**config.mk**
```make
export PLATFORM = sky130hd
export DESIGN_NAME = instr_fetch_unit
export DESIGN_NICKNAME = d
export VERILOG_FILES = /design/src/rtl/instr_fetch_unit.sv
export SDC_FILE = /design/constraint.sdc
export NUM_CORES = 1
export LEC_CHECK = 0
export BUFFER_PORTS_ARGS = -buffer_cell sky130_fd_sc_hd__buf_2
export CAP_MARGIN = 10
export CORE_ASPECT_RATIO = 0.6
export CORE_MARGIN = 8
export CORE_UTILIZATION = 45
export CTS_BUF_LIST = sky130_fd_sc_hd__clkbuf_2 sky130_fd_sc_hd__clkbuf_4 sky130_fd_sc_hd__clkbuf_8
export DETAILED_ROUTE_END_ITERATION = 7
export GPL_ROUTABILITY_DRIVEN = 0
export PLACE_DENSITY = 0.82
export REMOVE_ABC_BUFFERS = 1
export SYNTH_ARGS = -nofsm -noshare
export SYNTH_HDL_FRONTEND = slang
export SYNTH_SLANG_ARGS = --single-unit
```
**constraint.sdc**
```tcl
create_clock -name clk -period 2.45 [get_ports clk]
set_clock_uncertainty 0.2 [all_clocks]
set_input_delay 0.1225 -clock clk [delete_from_list [all_inputs] [get_ports clk]]
set_output_delay 0.1225 -clock clk [all_outputs]
set_load 0.01 [all_outputs]
```
**src/rtl/instr_fetch_unit.sv**
```systemverilog
// Fetch stage: issues one word fetch per PC over a valid/ready port,
// returns the instruction with a one-cycle strobe and reports fetch faults.
module instr_fetch_unit #(
    parameter int ADDR_W = 32,
    parameter int DATA_W = 32,
    parameter int TIMEOUT = 255,
    parameter logic [DATA_W-1:0] NOP_INSTR = 'h00000013
) (
    input  logic              clk,
    input  logic              rst,
    input  logic [ADDR_W-1:0] pc,
    input  logic              fetch_req,
    input  logic              flush,
    output logic              pc_stall,
    output logic [DATA_W-1:0] instr,
    output logic              instr_valid,
    output logic              fetch_fault,
    output logic [1:0]        fault_cause,
    output logic              imem_req_valid,
    input  logic              imem_req_ready,
    output logic [ADDR_W-1:0] imem_req_addr,
    input  logic              imem_rsp_valid,
    input  logic [DATA_W-1:0] imem_rsp_data,
    input  logic              imem_rsp_err
);

    localparam int CNT_W = $clog2(TIMEOUT + 1);

    typedef enum logic [2:0] {
        S_IDLE,
        S_REQ,
        S_WAIT,
        S_DONE,
        S_FAULT
    } state_e;

    state_e             state_q, state_d;
    logic [ADDR_W-1:0]  addr_q, addr_d;
    logic [DATA_W-1:0]  instr_q, instr_d;
    logic [CNT_W-1:0]   cnt_q, cnt_d;
    logic               drop_q, drop_d;
    logic [1:0]         cause_q, cause_d;

    logic misaligned;
    logic drop_now;

    assign misaligned = |pc[1:0];
    assign drop_now   = drop_q | flush;

    always_ff @(posedge clk) begin
        if (!rst) begin
            state_q <= S_IDLE;
            addr_q  <= '0;
            instr_q <= NOP_INSTR;
            cnt_q   <= '0;
            drop_q  <= 1'b0;
            cause_q <= 2'b00;
        end else begin
            state_q <= state_d;
            addr_q  <= addr_d;
            instr_q <= instr_d;
            cnt_q   <= cnt_d;
            drop_q  <= drop_d;
            cause_q <= cause_d;
        end
    end

    always_comb begin
        state_d = state_q;
        addr_d  = addr_q;
        instr_d = instr_q;
        cnt_d   = cnt_q;
        drop_d  = drop_q;
        cause_d = cause_q;
        unique case (state_q)
            S_IDLE: begin
                if (fetch_req && !flush) begin
                    if (misaligned) begin
                        state_d = S_FAULT;
                        cause_d = 2'b11;
                    end else begin
                        addr_d  = pc;
                        state_d = S_REQ;
                    end
                end
            end
            S_REQ: begin
                if (imem_req_ready) begin
                    state_d = S_WAIT;
                    cnt_d   = '0;
                    drop_d  = flush;
                end else if (flush) begin
                    state_d = S_IDLE;
                end
            end
            S_WAIT: begin
                cnt_d = cnt_q + CNT_W'(1);
                if (imem_rsp_valid) begin
                    if (drop_now) begin
                        state_d = S_IDLE;
                        drop_d  = 1'b0;
                    end else if (imem_rsp_err) begin
                        state_d = S_FAULT;
                        cause_d = 2'b01;
                    end else begin
                        instr_d = imem_rsp_data;
                        state_d = S_DONE;
                    end
                end else if (cnt_q == CNT_W'(TIMEOUT - 1)) begin
                    drop_d = 1'b0;
                    if (drop_now) begin
                        state_d = S_IDLE;
                    end else begin
                        state_d = S_FAULT;
                        cause_d = 2'b10;
                    end
                end else if (flush) begin
                    drop_d = 1'b1;
                end
            end
            S_DONE:  state_d = S_IDLE;
            S_FAULT: state_d = S_IDLE;
            default: state_d = S_IDLE;
        endcase
    end

    // Strobes are gated by reset so a mid-fetch reset withdraws them at once.
    assign pc_stall = rst &
        (((state_q == S_IDLE) & fetch_req & ~flush & ~misaligned) |
         (state_q == S_REQ) | (state_q == S_WAIT));

    assign imem_req_valid = rst & (state_q == S_REQ);
    assign imem_req_addr  = addr_q;
    assign instr          = instr_q;
    assign instr_valid    = rst & (state_q == S_DONE) & ~flush;
    assign fetch_fault    = rst & (state_q == S_FAULT);
    assign fault_cause    = fetch_fault ? cause_q : 2'b00;

endmodule

```
==> run metrics, run 1 <==
Antenna Violating Nets Remaining=0; Switch Pwr=566 µW; worst slack at placement=0.230 ns; Die Wd=122 µm; Slew @ Worst Pin=0.475 ns; Avg Vias per Cell=5.20; initial antenna violation count=0; # port buffers=140; worst hold stages=5; Final Setup Violations=0; sequential element share of the synthesized area=51.2%; clock buffer depth=2; Total GRT Usage=21.9%; critical-path maximum fanout=31; grt ovf=0; number of global-route vias before repair=3,469; first-pass GRT wire length=17,000 µm; count leader, synth=nand2_1; Worst Setup End Kind=primary output; Detail Placement HPWL=6850 µm; Layout Area Growth over Synthesis=56.9%; per-cell routed wire length=15.9 µm; share of synthesized registers carrying an async set or reset=0%; setup slack, reg-to-reg=0.16 ns; Peak Freq=0.430 GHz; antenna cells=0; hold slack=0.0453 ns; Worst EP required=2.13 ns; Post-synth top cells=134 x nand2_1, 78 x dfxtp_1, 68 x a21oi_1; layout cells sized above 1=28.7%; Slew Viols, Final=0; Int Power=2140 µW; PwrDens=566 nW/µm²; Fillers=488; residual DRC count=0; Initial Utilization=46.0%; clock-pin slew on the worst setup and hold paths=0.08 ns; die footprint=9750 µm²; Yosys cell types=38; fin crit period=2.33 ns; final WL=11,000 µm; Data arrival, critical path=2.00 ns; Final Hold Vio Count=0; P_leak=0.00208 µW; Post-synth top flop=dfxtp_1; relative slew slack=68.3%; period utilisation layout=95.0%; Gate Count Post-Synth=388; DR pass1 iterations=7; Avg Cell Area, Syn=7.86 µm²; clk sinks=78; YS warnings=0; maximum vdd drop=0.576 mV; placed insts=598; Post-synth EDFFs=0; clk_lat worst skew=0.34 ns; largest net degree at the start of global routing=33; Clk pwr share=42.6%; synthesized cell area=3050 µm²; final-stage net count=668; final cell count without fillers=687; status=finished, final reports clean; Sw Share=20.9%; startpoint types=flop; first-iteration detailed-routing DRC count=297; unrepaired setup endpoints after global routing=false; Flop pwr share=47.8%; Hold WC Path Type=input pin to flop; Core ar.=6620 µm²; worst setup margin=0.123 ns; Max Cap Viol=0; CTS tree=yes; Vias=3,574; H-tree depth=3; Synth area leader=dfxtp_1; row count=23; Die Span Y=79.8 µm; r2r worst-path depth=6; Clock Root Buffer=clkbuf_8; WS Path Type=flop to primary output; Layout Utilization=72.2%; CTS Buf Count=9; #FFs+latches synth=78; Synth area leaders=dfxtp_1 51%, nand2_1 17%, a21oi_1 11%, nand3_1 1.6%, buf_2 1.5%; post-synth top area share=51.2%; Ports=141; Comb power frac=9.6%
-- cells in the final DEF, fill, tap and decap left out, types with 3 or more instances in the layout --
cell type      count
dfxtp_1           78
inv_1              4
a31oi_1            3
buf_4              7
nand3_1           10
nand2_1          134
o21ai_0            8
nor2_1            11
a21oi_1           68
clkbuf_8           9
dlygate4sd3_1     73
bufinv_16          3
buf_2            140
nor3_1             3
or2_2              3
and3_1             4
clkbuf_4           3
o21a_1             3
-- routing by layer --
layer  part of all wire, %  up-vias  global-route usage (%)  wire length [µm]
met5                     0        -                       0                 0
met4                   2.0        0                    7.98               216
met3                    12       23                    10.4              1300
met2                    47      208                    36.8              5110
met1                    40     1632                    24.0              4330
li1                      -     1711                       -                 -
-- logic make-up after synthesis --
family          synth area share (%)
buf+inv                         5.17
fa+ha+maj                      0.821
flops                           51.2
compound gates                  17.2
simple gates                    25.6
-- power by group through the flow --
stage / Clock, µW / Sequential, µW / Combinational (µW)
finish: 1150 / 1290 / 261
floorplan: 0 / 1330 / 59.2
detailed placement: 0 / 1320 / 169
CTS: 1190 / 1290 / 253
global route: 1240 / 1300 / 282
global placement: 0 / 1320 / 164
-- flip-flops by register name, summed over array words and instances, names as in the netlist --
signal,cells
cnt_q,8
drop_q,1
cause_q,2
instr,32
state_q,3
imem_req_addr,32
-- area by class of cell --
| type | instances | area (µm²) | share of cell area [%] |
|---|---|---|---|
| flip-flops and latches | 78 | 1560 | 32.7 |
| clock inverters | 4 | 95.1 | 1.99 |
| inverters | 5 | 18.8 | 0.393 |
| multi-input cells | 279 | 1340 | 27.9 |
| repair buffers | 222 | 1520 | 31.7 |
| well taps | 87 | 109 | 2.28 |
| clock buffers | 12 | 146 | 3.06 |
-- worst max-delay path: stages, from the launching register on --
cell,delay (ns)
dfxtp_1,0.40
or4_4,0.60
nor3_4,0.21
buf_12,0.20
o21a_1,0.14
buf_2,0.12
-- worst paths after layout --
kind	startpoint	endpoint
worst min register to register	instr[11]	instr[11]
worst max register to register	state_q[1]	instr[1]
worst min-delay path	pc[1]	state_q[2]
worst max-delay path	state_q[1]	pc_stall
-- through the flow --
stage / instance area, µm² / total power, µW / setup TNS [ns]
3_5_place_dp: 3800 / 1490 / 0
3_3_place_gp: 3800 / 1490 / 0
6_report: 4780 / 2710 / 0
4_1_cts: 4780 / 2740 / 0
5_1_grt: 4780 / 2820 / 0
2_1_floorplan: 2910 / 1390 / -0.0213
-- timing repair --
item | 4_1_cts | 5_1_grt
hold endpoints to repair | 72 | 0
hold buffers | 73 | 0
setup endpoints to repair | 0 | 1
setup buffers | 0 | 0
gates resized for setup | 0 | 1
No activity file was read; power rests on OpenSTA's default activity.
==> run 2, diff against run 1 <==
--- a/config.mk
+++ b/config.mk
@@ -9,11 +9,12 @@
 export CAP_MARGIN = 10
 export CORE_ASPECT_RATIO = 0.6
 export CORE_MARGIN = 8
-export CORE_UTILIZATION = 45
+export CORE_UTILIZATION = 48
 export CTS_BUF_LIST = sky130_fd_sc_hd__clkbuf_2 sky130_fd_sc_hd__clkbuf_4 sky130_fd_sc_hd__clkbuf_8
 export DETAILED_ROUTE_END_ITERATION = 7
 export GPL_ROUTABILITY_DRIVEN = 0
-export PLACE_DENSITY = 0.82
+export MAX_ROUTING_LAYER = met4
+export PLACE_DENSITY = 0.87
 export REMOVE_ABC_BUFFERS = 1
 export SYNTH_ARGS = -nofsm -noshare
 export SYNTH_HDL_FRONTEND = slang
==> run 2 against run 1 <==
Compared with the run above:
- core utilization rose by 5.0 points
- first-iteration DRC count rose by 44%
- combinational power barely moved
- final area fell by 0.86%
- setup slack improved by 0.053 ns
- global-route usage rose by 1.2 points
- clock-buffer cell count fell by 2
- sequential cell count did not move
- critical path depth rose by 1
- power fell by 3.1%
- cell count fell by 0.87%
- sequential power barely moved
- critical path type is now flop to flop
- highest routed layer unchanged
==> run metrics, run 2 (synthesized netlist as in run 1, its figures left out) <==
status=finished, final reports clean; first-pass GRT wire length=17,100 µm (+0.32%); hold slack=0.0656 ns (+0.0203 ns); CP Cell Sequence=nand3b_1 > a21oi_1 > buf_4 > nand2_1 > a221oi_1 > dlygate4sd3_1; worst setup margin=0.177 ns (+0.0535 ns); Pwr Total=2620 µW (-3.1%); Total GRT Usage=23.2% (+1.2 points); fin crit period=2.27 ns (-0.0535 ns); placed insts=593 (-0.84%); Worst Setup End Kind=flop; Worst path depth=6 (+1); H-tree depth=3 (unchanged); setup slack, reg-to-reg=0.18 ns (+0.02 ns); period utilisation layout=92.8% (-2.2 points); Layout Area Growth over Synthesis=55.5%; multi-input logic area=1340 µm² (+0.47%); CTS tree=yes; Final Setup Violations=0 (unchanged); layout cells sized above 1=28.5% (-0.19 points); critical-path maximum fanout=13 (-58%); R2R Path End=drop_q; final cell count without fillers=681 (-0.87%); Min-Delay Endpoint=state_q[0]; maximum vdd drop=0.536 mV (-6.8%); commonest non-fill, non-tap cell in the layout=buf_2; Reg-to-Reg Start=state_q[0]; Reg area=1560 µm² (unchanged); Die Span Y=77.7 µm (-2.5%); worst hold stages=5 (unchanged); most frequent cells in the layout=140 x buf_2, 134 x nand2_1, 78 x dfxtp_1; CP top delay family=buffers and inverters; final WL=10,700 µm (-2.5%); Critical Path Max Stage Delay=0.64 ns (+0.04 ns); Avg Vias per Cell=5.19 (-0.16%); residual DRC count=0 (unchanged); P_leak=0.00206 µW (-0.71%); r2r worst-path depth=6 (unchanged); Fillers=401 (-18%); Ports=141 (unchanged); clk sinks=78 (unchanged); startpoint types=flop; row count=22 (-4.3%); Hold WC Path Type=input pin to flop; Initial Utilization=49.7% (+3.6 points); Clock Root Buffer=clkbuf_8; # port buffers=140 (unchanged); PwrDens=554 nW/µm² (-2.2%); clock-pin slew on the worst setup and hold paths=0.08 ns (about the same); initial antenna violation count=0 (unchanged); Core ar.=6140 µm² (-7.3%); Vias=3,537 (-1.0%); CP max stage cell=dfxtp_1; largest net degree at the start of global routing=55 (+67%); clk_lat worst skew=0.34 ns (about the same); Die Wd=119 µm (-2.8%); Slew Viols, Final=0 (unchanged); buffers plus inverters on the worst setup path=2 (unchanged); setup bufs post-CTS=0 (unchanged); relative slew slack=66.9% (-1.4 points); first-iteration detailed-routing DRC count=427 (+44%); CTS Buf Count=9 (unchanged); unrepaired setup endpoints after global routing=false; per-cell routed wire length=15.7 µm (-1.7%); Final Hold Vio Count=0 (unchanged); Antenna Violating Nets Remaining=0 (unchanged); final-stage net count=665 (-0.45%); DR pass1 iterations=7 (unchanged); antenna cells=0 (unchanged); WS Path Type=flop to flop; number of global-route vias before repair=3,457 (-0.35%); Hold Crit Start=pc[0]; Peak Freq=0.440 GHz (+2.4%); Data arrival, critical path=2.36 ns (+0.36 ns); grt ovf=0 (unchanged); worst slack at placement=0.383 ns (+0.153 ns); Max Cap Viol=0 (unchanged); setup TNS=0 ns (unchanged); die footprint=9240 µm² (-5.2%); Slew @ Worst Pin=0.496 ns (+0.0205 ns); clock buffer depth=2 (unchanged); Worst EP required=2.54 ns (+0.41 ns); Detail Placement HPWL=6410 µm (-6.4%)
run 2: final cells by class:
| class | instances | share of cell area (%) |
|---|---|---|
| inverter | 5 | 0.396 |
| timing repair buffer | 219 | 31.4 |
| multi-input combinational | 279 | 28.3 |
| sequential | 78 | 32.9 |
| tap | 84 | 2.22 |
| clock buffer | 10 | 2.77 |
| clock inverter | 6 | 2.01 |
run 2: metrics by stage:
| stage | area, µm² | util [%] |
|---|---|---|
| after global routing | 4740 | 77.2 |
| after global placement | 3790 | 61.7 |
| final | 4740 | 77.2 |
| after CTS | 4730 | 77.1 |
| after floorplan | 2910 | - |
| after detailed placement | 3790 | 61.7 |
run 2: layer usage:
| layer | up-vias | global-route usage (%) | share of wire [%] | routed length, µm |
|---|---|---|---|---|
| li1 | 1699 | - | - | - |
| met1 | 1600 | 26.7 | 42 | 4490 |
| met2 | 218 | 38.2 | 46 | 4930 |
| met3 | 20 | 7.08 | 10 | 1110 |
| met4 | 0 | 7.15 | 1.3 | 142 |
| met5 | - | - | 0 | 0 |
run 2: report_power, final:
| group | switching, µW | leakage, µW | internal [µW] |
|---|---|---|---|
| registers | 13.7 | 0.000630 | 1280 |
| logic | 109 | 0.00132 | 150 |
| clock network | 475 | 0.000114 | 594 |
run 2: how the worst max path moves through the flow:
stage	start	end	slack, ns
finish	state_q[0]	drop_q	0.18
global route	state_q[0]	drop_q	0.009
CTS	state_q[0]	drop_q	0.21
detailed placement	state_q[1]	imem_req_addr[0]	0.38
global placement	state_q[1]	imem_req_addr[0]	0.39
floorplan	state_q[1]	pc_stall	-0.02
run 2: tightest hold or removal path, stage by stage:
cell and delay, ns:
buf_2 0.09, or4_4 0.13, nor2_1 0.04, nor2_1 0.09
o21ai_0 0.08
run 2: repair_timing:
item,CTS,global route
hold endpoints to repair,71,0
resized for setup,0,1
hold buffers,72,0
endpoints found under the setup margin,0,1
==> run 3, diff against run 2 <==
--- a/config.mk
+++ b/config.mk
@@ -16,6 +16,7 @@
 export MAX_ROUTING_LAYER = met4
 export PLACE_DENSITY = 0.87
 export REMOVE_ABC_BUFFERS = 1
+export SETUP_SLACK_MARGIN = 0.3
 export SYNTH_ARGS = -nofsm -noshare
 export SYNTH_HDL_FRONTEND = slang
 export SYNTH_SLANG_ARGS = --single-unit
==> run 3 against run 2 <==
Compared with the run above:
- largest cell class unchanged
- combinational power about the same
- setup slack better by 0.20 ns
- register-to-register slack better by 0.20 ns
==> run metrics, run 3 (synthesized netlist as in run 1, its figures left out) <==
Fillers=406 (+1.2%); fin crit period=2.07 ns (-0.202 ns); Data arrival, critical path=2.09 ns (-0.27 ns); Die Span Y=77.7 µm (unchanged); commonest non-fill, non-tap cell in the layout=buf_2; clock buffer depth=2 (unchanged); Core ar.=6140 µm² (unchanged); Reg area=1560 µm² (+0.16%); largest net degree at the start of global routing=55 (unchanged); hold slack=0.0690 ns (+0.00338 ns); row count=22 (unchanged); first-iteration detailed-routing DRC count=367 (-14%); Layout Area Growth over Synthesis=55.0%; Max Cap Viol=0 (unchanged); initial antenna violation count=0 (unchanged); CTS tree=yes; Final Setup Violations=0 (unchanged); Ports=141 (unchanged); Routed met3 length=1120 µm (+0.45%); Critical Path Max Stage Delay=0.57 ns (-0.07 ns); residual DRC count=0 (unchanged); PwrDens=555 nW/µm² (+0.24%); CP max stage cell=or4_4; critical-path maximum fanout=32 (+19); relative slew slack=66.9% (about the same); startpoint types=flop; multi-input logic area=1340 µm² (unchanged); DR WL met2=5010 µm (+1.5%); clock-pin slew on the worst setup and hold paths=0.08 ns (about the same); Antenna Violating Nets Remaining=0 (unchanged); die footprint=9240 µm² (unchanged); DRT met1 WL=4460 µm (-0.87%); DR pass1 iterations=5 (-2); Vias=3,538 (+0.028%); CP Cell Sequence=or4_4 > or3_1 > buf_4 > nand2_1 > a21oi_1; most frequent cells in the layout=140 x buf_2, 134 x nand2_1, 76 x dfxtp_1; maximum vdd drop=0.537 mV (+0.10%); setup bufs post-CTS=0 (unchanged); clk sinks=78 (unchanged); # port buffers=140 (unchanged); WS Path Type=flop to flop; unrepaired setup endpoints after global routing=false; Clock Root Buffer=clkbuf_8; number of global-route vias before repair=3,444 (-0.38%); P_leak=0.00205 µW (-0.49%); buffers plus inverters on the worst setup path=1 (-1); CTS Buf Count=9 (unchanged); Peak Freq=0.483 GHz (+9.8%); Worst EP required=2.47 ns (-0.07 ns); final-stage net count=663 (-0.30%); final WL=10,700 µm (about the same); Hold WC Path Type=input pin to flop; first-pass GRT wire length=17,000 µm (-0.65%); per-cell routed wire length=15.7 µm (+0.23%); Avg Vias per Cell=5.20 (+0.18%); Slew Viols, Final=0 (unchanged); period utilisation layout=84.5% (-8.3 points); layout cells sized above 1=28.9% (+0.43 points); Detail Placement HPWL=6410 µm (unchanged); grt ovf=0 (unchanged); status=finished, final reports clean; Die Wd=119 µm (unchanged); Pwr Total=2620 µW (about the same); CP top delay family=simple AND/OR/NAND/NOR gates; Total GRT Usage=23.0% (-0.17 points); clk_lat worst skew=0.34 ns (about the same); Slew @ Worst Pin=0.495 ns (-0.000422 ns); Worst Setup End Kind=flop; Final Hold Vio Count=0 (unchanged); DR top layer=met4; H-tree depth=3 (unchanged); Initial Utilization=49.7% (unchanged)
-- run 3: changes by cell type in the layout (fill, tap and decap cells not counted) --
| cell | change |
|---|---|
| dfxtp_1 | -2 |
| dfxtp_2 | +2 |
| diode_2 | +1 |
| dlygate4sd3_1 | -2 |
-- run 3: per-layer routing --
metal / vias to the layer above / global-route usage, %
li1: 1694 / -
met1: 1614 / 26.5
met2: 215 / 37.7
met3: 15 / 7.08
met4: 0 / 7.53
met5: - / -
-- run 3: worst paths after layout --
path	cells past startpoint	endpoint	startpoint	slack, ns
hold reg to reg	2	instr[9]	instr[9]	0.26
hold / removal	5	state_q[0]	pc[0]	0.07
setup reg to reg	5	imem_req_addr[14]	state_q[1]	0.38
setup / recovery	5	imem_req_addr[14]	state_q[1]	0.38
-- run 3: final cells by class --
cell class | count | share of cell area [%]
diodes | 1 | 0.0530
inverters | 5 | 0.397
clock inverters | 6 | 2.01
well taps | 84 | 2.22
repair buffers | 217 | 31.0
clock buffers | 10 | 2.78
multi-input cells | 279 | 28.4
flip-flops and latches | 78 | 33.1
-- run 3: power breakdown --
group,total (µW),switching (µW),internal [µW]
clock network,1070,475,594
registers,1300,13.7,1280
logic,257,108,149
-- run 3: tightest hold or removal path: stages --
cell and delay [ns]:
buf_2 0.09, or4_4 0.14, nor2_1 0.04, nor2_1 0.09, o21ai_0 0.08
-- run 3: what timing repair did --
item,4_1_cts,5_1_grt
hold buffers,70,0
setup endpoints to repair,0,22
resized for setup,0,3
endpoints found under the hold margin,71,0
-- run 3: through the flow --
step / cell area (µm²) / utilization [%] / TNS, ns / instances / setup slack (ns)
after global placement: 3790 / 61.7 / 0 / 593 / 0.390
after global routing: 4720 / 76.9 / 0 / 679 / 0.334
after CTS: 4710 / 76.8 / 0 / 679 / 0.355
after floorplan: 2910 / - / -0.0213 / 362 / -0.0213
after detailed placement: 3790 / 61.7 / 0 / 593 / 0.383
final: 4720 / 77.0 / 0 / 680 / 0.379
